[config.mk]
export PLATFORM = sky130hd
export DESIGN_NAME = adder_share_sched
export DESIGN_NICKNAME = d
export VERILOG_FILES = /design/src/rtl/adder_sched_pkg.sv /design/src/rtl/adder_share_sched_rr_arbiter.sv /design/src/rtl/carry_select_adder_16bit.sv /design/src/rtl/adder_share_sched.sv
export SDC_FILE = /design/constraint.sdc
export NUM_CORES = 1
export LEC_CHECK = 0
export BUFFER_PORTS_ARGS = -buffer_cell sky130_fd_sc_hd__buf_2
export CORE_AREA = 2 2 232 234
export CTS_BUF_LIST = sky130_fd_sc_hd__clkbuf_2
export DETAILED_ROUTE_END_ITERATION = 16
export DIE_AREA = 0 0 234 236
export HOLD_SLACK_MARGIN = 0.08
export PLACE_DENSITY = 0.43
export SLEW_MARGIN = 40
export SYNTH_ARGS = -nofsm -noshare
export SYNTH_HDL_FRONTEND = slang
export SYNTH_SLANG_ARGS = --single-unit
[constraint.sdc]
create_clock -name clk -period 13.8 [get_ports clk]
set_input_delay 2.76 -clock clk [delete_from_list [all_inputs] [get_ports clk]]
set_output_delay 2.76 -clock clk [all_outputs]
set_load 0.005 [all_outputs]
[src/rtl/adder_sched_pkg.sv]
// Shared types and constants for the adder-sharing scheduler.
package adder_sched_pkg;

    localparam int ADD_W = 16;

    typedef enum logic [1:0] {
        IDLE = 2'd0,
        RUN  = 2'd1,
        DONE = 2'd2
    } state_t;

    // Index width that never collapses to zero bits for single-entry ranges.
    function automatic int idx_w(input int n);
        return (n > 1) ? $clog2(n) : 1;
    endfunction

endpackage

[src/rtl/adder_share_sched_rr_arbiter.sv]
// Combinational round-robin arbiter: first request at or after ptr, searching upward with wrap.
module rr_arbiter #(
    parameter int N  = 4,
    parameter int PW = 2
) (
    input  logic [N-1:0]  req,
    input  logic [PW-1:0] ptr,
    output logic [N-1:0]  grant
);

    logic found;
    int   j;

    always_comb begin
        grant = '0;
        found = 1'b0;
        j     = 0;
        for (int off = 0; off < N; off++) begin
            j = int'(ptr) + off;
            if (j >= N) j = j - N;
            if (!found && req[j]) begin
                grant[j] = 1'b1;
                found    = 1'b1;
            end
        end
    end

endmodule

[src/rtl/carry_select_adder_16bit.sv]
// 16-bit carry-select adder built from four 4-bit blocks with precomputed carry-0/carry-1 sums.
module carry_select_adder_16bit (
    input  logic [15:0] a,
    input  logic [15:0] b,
    input  logic        cin,
    output logic [15:0] sum,
    output logic        cout
);

    logic [4:0] c;

    assign c[0] = cin;

    for (genvar k = 0; k < 4; k++) begin : g_blk
        logic [4:0] s0;
        logic [4:0] s1;

        assign s0 = {1'b0, a[4*k +: 4]} + {1'b0, b[4*k +: 4]};
        assign s1 = {1'b0, a[4*k +: 4]} + {1'b0, b[4*k +: 4]} + 5'd1;
        assign sum[4*k +: 4] = c[k] ? s1[3:0] : s0[3:0];
        assign c[k+1]        = c[k] ? s1[4]   : s0[4];
    end

    assign cout = c[4];

endmodule

[src/rtl/adder_share_sched.sv]
// Round-robin scheduler sharing one 16-bit carry-select adder for multi-word adds.
// Optional signed-overflow output enabled by defining ADDER_OVF_FLAG_EN.
//   state | meaning
//   IDLE  | arbitrate, accept one request
//   RUN   | add one word per cycle, LSW first
//   DONE  | hold result until consumer accepts
module adder_share_sched
    import adder_sched_pkg::*;
#(
    parameter int NREQ  = 4,
    parameter int WORDS = 4
) (
    input  logic                        clk,
    input  logic                        rst_n,
    input  logic [NREQ-1:0]             req_valid,
    output logic [NREQ-1:0]             req_ready,
    input  logic [NREQ*WORDS*16-1:0]    req_a,
    input  logic [NREQ*WORDS*16-1:0]    req_b,
    input  logic [NREQ-1:0]             req_cin,
    output logic                        rsp_valid,
    input  logic                        rsp_ready,
    output logic [$clog2(NREQ)-1:0]     rsp_id,
    output logic [WORDS*16-1:0]         rsp_sum,
    output logic                        rsp_cout
`ifdef ADDER_OVF_FLAG_EN
    ,
    output logic                        rsp_ovf
`endif
);

    localparam int OW = WORDS * ADD_W;
    localparam int IW = idx_w(WORDS);
    localparam int GW = idx_w(NREQ);

    state_t state_q, state_d;

    logic [NREQ-1:0]                grant;
    logic [GW-1:0]                  gidx;
    logic [GW-1:0]                  rr_ptr;
    logic [GW-1:0]                  id_q;
    logic [IW-1:0]                  idx_q;
    logic [WORDS-1:0][ADD_W-1:0]    a_q, b_q, sum_q;
    logic                           carry_q, cout_q;
    logic                           load, step, last_word;
    logic [ADD_W-1:0]               add_sum;
    logic                           add_cout;

    rr_arbiter #(.N(NREQ), .PW(GW)) u_arb (
        .req   (req_valid),
        .ptr   (rr_ptr),
        .grant (grant)
    );

    carry_select_adder_16bit u_add (
        .a    (a_q[idx_q]),
        .b    (b_q[idx_q]),
        .cin  (carry_q),
        .sum  (add_sum),
        .cout (add_cout)
    );

    always_comb begin
        gidx = '0;
        for (int i = 0; i < NREQ; i++) begin
            if (grant[i]) gidx = GW'(i);
        end
    end

    assign last_word = (idx_q == IW'(WORDS - 1));

    always_ff @(posedge clk or negedge rst_n) begin
        if (!rst_n) state_q <= IDLE;
        else        state_q <= state_d;
    end

    always_comb begin
        state_d   = state_q;
        req_ready = '0;
        rsp_valid = 1'b0;
        load      = 1'b0;
        step      = 1'b0;
        case (state_q)
            IDLE: begin
                req_ready = grant;
                if (|req_valid) begin
                    load    = 1'b1;
                    state_d = RUN;
                end
            end
            RUN: begin
                step = 1'b1;
                if (last_word) state_d = DONE;
            end
            DONE: begin
                rsp_valid = 1'b1;
                if (rsp_ready) state_d = IDLE;
            end
            default: state_d = IDLE;
        endcase
    end

    always_ff @(posedge clk or negedge rst_n) begin
        if (!rst_n) begin
            a_q     <= '0;
            b_q     <= '0;
            sum_q   <= '0;
            carry_q <= 1'b0;
            cout_q  <= 1'b0;
            idx_q   <= '0;
            id_q    <= '0;
            rr_ptr  <= '0;
        end else begin
            if (load) begin
                a_q     <= req_a[gidx*OW +: OW];
                b_q     <= req_b[gidx*OW +: OW];
                carry_q <= req_cin[gidx];
                idx_q   <= '0;
                id_q    <= gidx;
            end
            if (step) begin
                sum_q[idx_q] <= add_sum;
                carry_q      <= add_cout;
                idx_q        <= last_word ? '0 : idx_q + IW'(1);
                if (last_word) cout_q <= add_cout;
            end
            // Rotation advances only when a result is actually consumed.
            if (state_q == DONE && rsp_ready)
                rr_ptr <= (id_q == GW'(NREQ - 1)) ? '0 : id_q + GW'(1);
        end
    end

`ifdef ADDER_OVF_FLAG_EN
    logic ovf_q;

    always_ff @(posedge clk or negedge rst_n) begin
        if (!rst_n) begin
            ovf_q <= 1'b0;
        end else if (step && last_word) begin
            ovf_q <= (a_q[idx_q][ADD_W-1] == b_q[idx_q][ADD_W-1]) &&
                     (add_sum[ADD_W-1] != a_q[idx_q][ADD_W-1]);
        end
    end

    assign rsp_ovf = ovf_q;
`endif

    assign rsp_id   = id_q;
    assign rsp_sum  = sum_q;
    assign rsp_cout = cout_q;

endmodule

==> impl_metrics.csv <==
group,metric,value,unit
status,status,"finished clean",
final_layout,final_common_cell,"buf_2",
floorplanning,die_area,55200,um2
worst_hold_path,hp-class,"flop to flop",
cts,cts_resized,0,
cts,clkTransAtPathRegs,90,ps
sta,rsz0062_at_grt,"no",
drt,num_vias,14000,
worst_setup_path,rrSetupSlack,9040,ps
cts,htreeDepth,2,
worst_setup_path,cp_max_fo,68,
final_layout,nNetsFinal,2697,
synth,ys_seq_area_frac,0.394,
place,dpl_worst_slack,6110,ps
synth,synth_area,12800,um2
final_layout,drive_above_1_share,0.345,
place,gp_congestion,0.901,
worst_setup_path,startpoint_type,"input port",
drt,vias_per_cell,4.87,
drt,route.detailed.drc,0,
synth,synth_nets,2167,
final_layout,area_delta_synth_final,30.5,%
place,io_buffer_count,594,
grt,grt_first_pass_wirelength,83000,um
synth,async_flop_share,1.00,
place,placed_area,16200,um2
synth,synth-edff-count,0,
sta,tightest_slew,831,ps
synth,ys_types,47,
sta,setup_ws,6130,ps
grt,overflow,0,
cts,cts_buffer_depth,3,
drt,drtIter0Drc,766,
sta,hold_viol_final,0,
cts,cts_buffers,57,
worst_hold_path,hp-start,"rsp_sum[24]",
final_layout,n_fill_cell,5866,
drt,drt-total-wl,56100,um
cts,postCtsSetupBuffers,0,
sta,setup_violations,0,
floorplanning,chipHeight,236,um
synth,synth_cells,1608,
worst_setup_path,path_class,"input port to output pin",
place,dp_hpwl,43000,um
floorplanning,io-pin-count,595,
drt,drt-wirelength-per-cell,19.5,um
floorplanning,die_w,234,um
floorplanning,coreArea,53100,um2
grt,antenna_found_initial,2,
sta,maxSlewViolCount,0,
worst_setup_path,cp.arrival,4910,ps
sta,period_minus_slack,7670,ps
grt,track_usage,0.197,
sta,fin_skew,58.6,ps
worst_setup_path,cp-startpoint,"req_valid[3]",
floorplanning,rows,85,
cts,cts_tree,"built",
synth,syn_area_per_cell,7.98,um2
grt,grt_max_degree,133,
drt,dr.pass1.iters,5,
final_layout,final_cell_mix,"593 x buf_2, 331 x nand2_1, 273 x a21oi_1",
synth,ys_ff_latch,202,
sta,max_clock_freq,130,MHz
sta,max_slew_margin,0.446,
cts,hold_buffers,0,
cts,cts-root-buf,"clkbuf_2",
cts,clk_latency,870,ps
worst_setup_path,r2r-start,"idx_q[0]",
floorplanning,start_util,0.242,
worst_setup_path,end_kind,"output pin",
sta,min_period_over_period,0.556,
synth,ys_warn_count,0,
run,cap_violations,0,
cts,cts.sinks,202,
worst_setup_path,cp.required,11040,ps
grt,first_global_vias,13700,
synth,yosys_most_used_dff,"dfrtp_1",
drt,ant_nets,0,
sta,tns,0,ps
final_layout,post-route-cell-area,16700,um2
## layer usage
metal / part of all wire / global-route usage
met1: 0.45 / 0.276
met2: 0.48 / 0.323
met3: 0.056 / 0.0295
met4: 0.012 / 0.0378
met5: 0 / 0
## state kept, by name (all words and copies together) (netlist names)
register  count
a_q          64
b_q          64
rsp_sum      64
idx_q         2
rr_ptr        2
rsp_id        2
state_q       2
carry_q       1
rsp_cout      1
## logic make-up (layout without fill, tap and decap cells)
| group | after synthesis | count (layout) | synth area share |
|---|---|---|---|
| other | 0 | 2 | 0 |
| AND/OR/NAND/NOR | 513 | 513 | 0.157 |
| XOR/XNOR | 22 | 22 | 0.0150 |
| adder cells (fa/ha/maj) | 36 | 36 | 0.0375 |
| AO/OA/AOI/OAI | 631 | 631 | 0.267 |
| buffers and inverters | 158 | 728 | 0.0572 |
| flip-flops | 202 | 202 | 0.394 |
| multiplexers | 46 | 46 | 0.0717 |
## path summary, 6_finish.rpt
| kind | end | depth (start not counted) |
|---|---|---|
| hold / removal | rsp_sum[24] | 2 |
| max in group asynchronous | a_q[43] | 3 |
| setup reg to reg | rsp_sum[61] | 15 |
| setup / recovery | req_ready[2] | 7 |
| hold reg to reg | rsp_sum[24] | 2 |
| min in group asynchronous | rr_ptr[1] | 1 |
## per-stage QoR
step,instances,hold WS [ps],util
global placement,2773,457,0.305
detailed placement,2774,467,0.306
floorplan,1608,473,-
global route,2876,509,0.315
finish,2876,483,0.315
CTS,2873,488,0.315
## layout make-up
cell class	count	area [um2]	share of cell area
multi-input cells	1248	7080	0.423
clock buffers	84	420	0.0251
repair buffers	610	3170	0.189
clock inverters	15	62.6	0.00374
diodes	2	5.00	0.000299
inverters	19	71.3	0.00426
well taps	696	871	0.0520
flip-flops and latches	202	5060	0.302
## synthesized netlist by cell type (4+ instances only)
library cell / count / area share
nand2_1: 334 / 0.098
a21oi_1: 273 / 0.11
dfrtp_1: 202 / 0.39
o21ai_0: 169 / 0.066
nor2_1: 140 / 0.041
a31oi_1: 130 / 0.063
clkbuf_1: 66 / 0.019
buf_2: 52 / 0.020
mux4_2: 35 / 0.061
ha_1: 32 / 0.031
o21ai_1: 28 / 0.011
inv_1: 19 / 0.0056
buf_4: 12 / 0.0070
xnor2_1: 12 / 0.0082
xor2_1: 10 / 0.0068
a21o_1: 9 / 0.0053
nor3_1: 9 / 0.0035
o31ai_1: 9 / 0.0053
mux2i_1: 6 / 0.0047
nand3_1: 6 / 0.0023
nand2b_1: 5 / 0.0024
buf_1: 4 / 0.0012
fa_1: 4 / 0.0062
mux2_2: 4 / 0.0035
nor2b_1: 4 / 0.0020
## critical path, cell delays in order
cell      delay [ps]
buf_2            120
mux4_2           620
or2_0            300
a221oi_1         270
a211o_4          580
nor3_1            90
buf_2            160
Power is left out: the tool's default activity adds up to more than one toggle a clock period on the data nets, which glitch-free logic cannot reach.
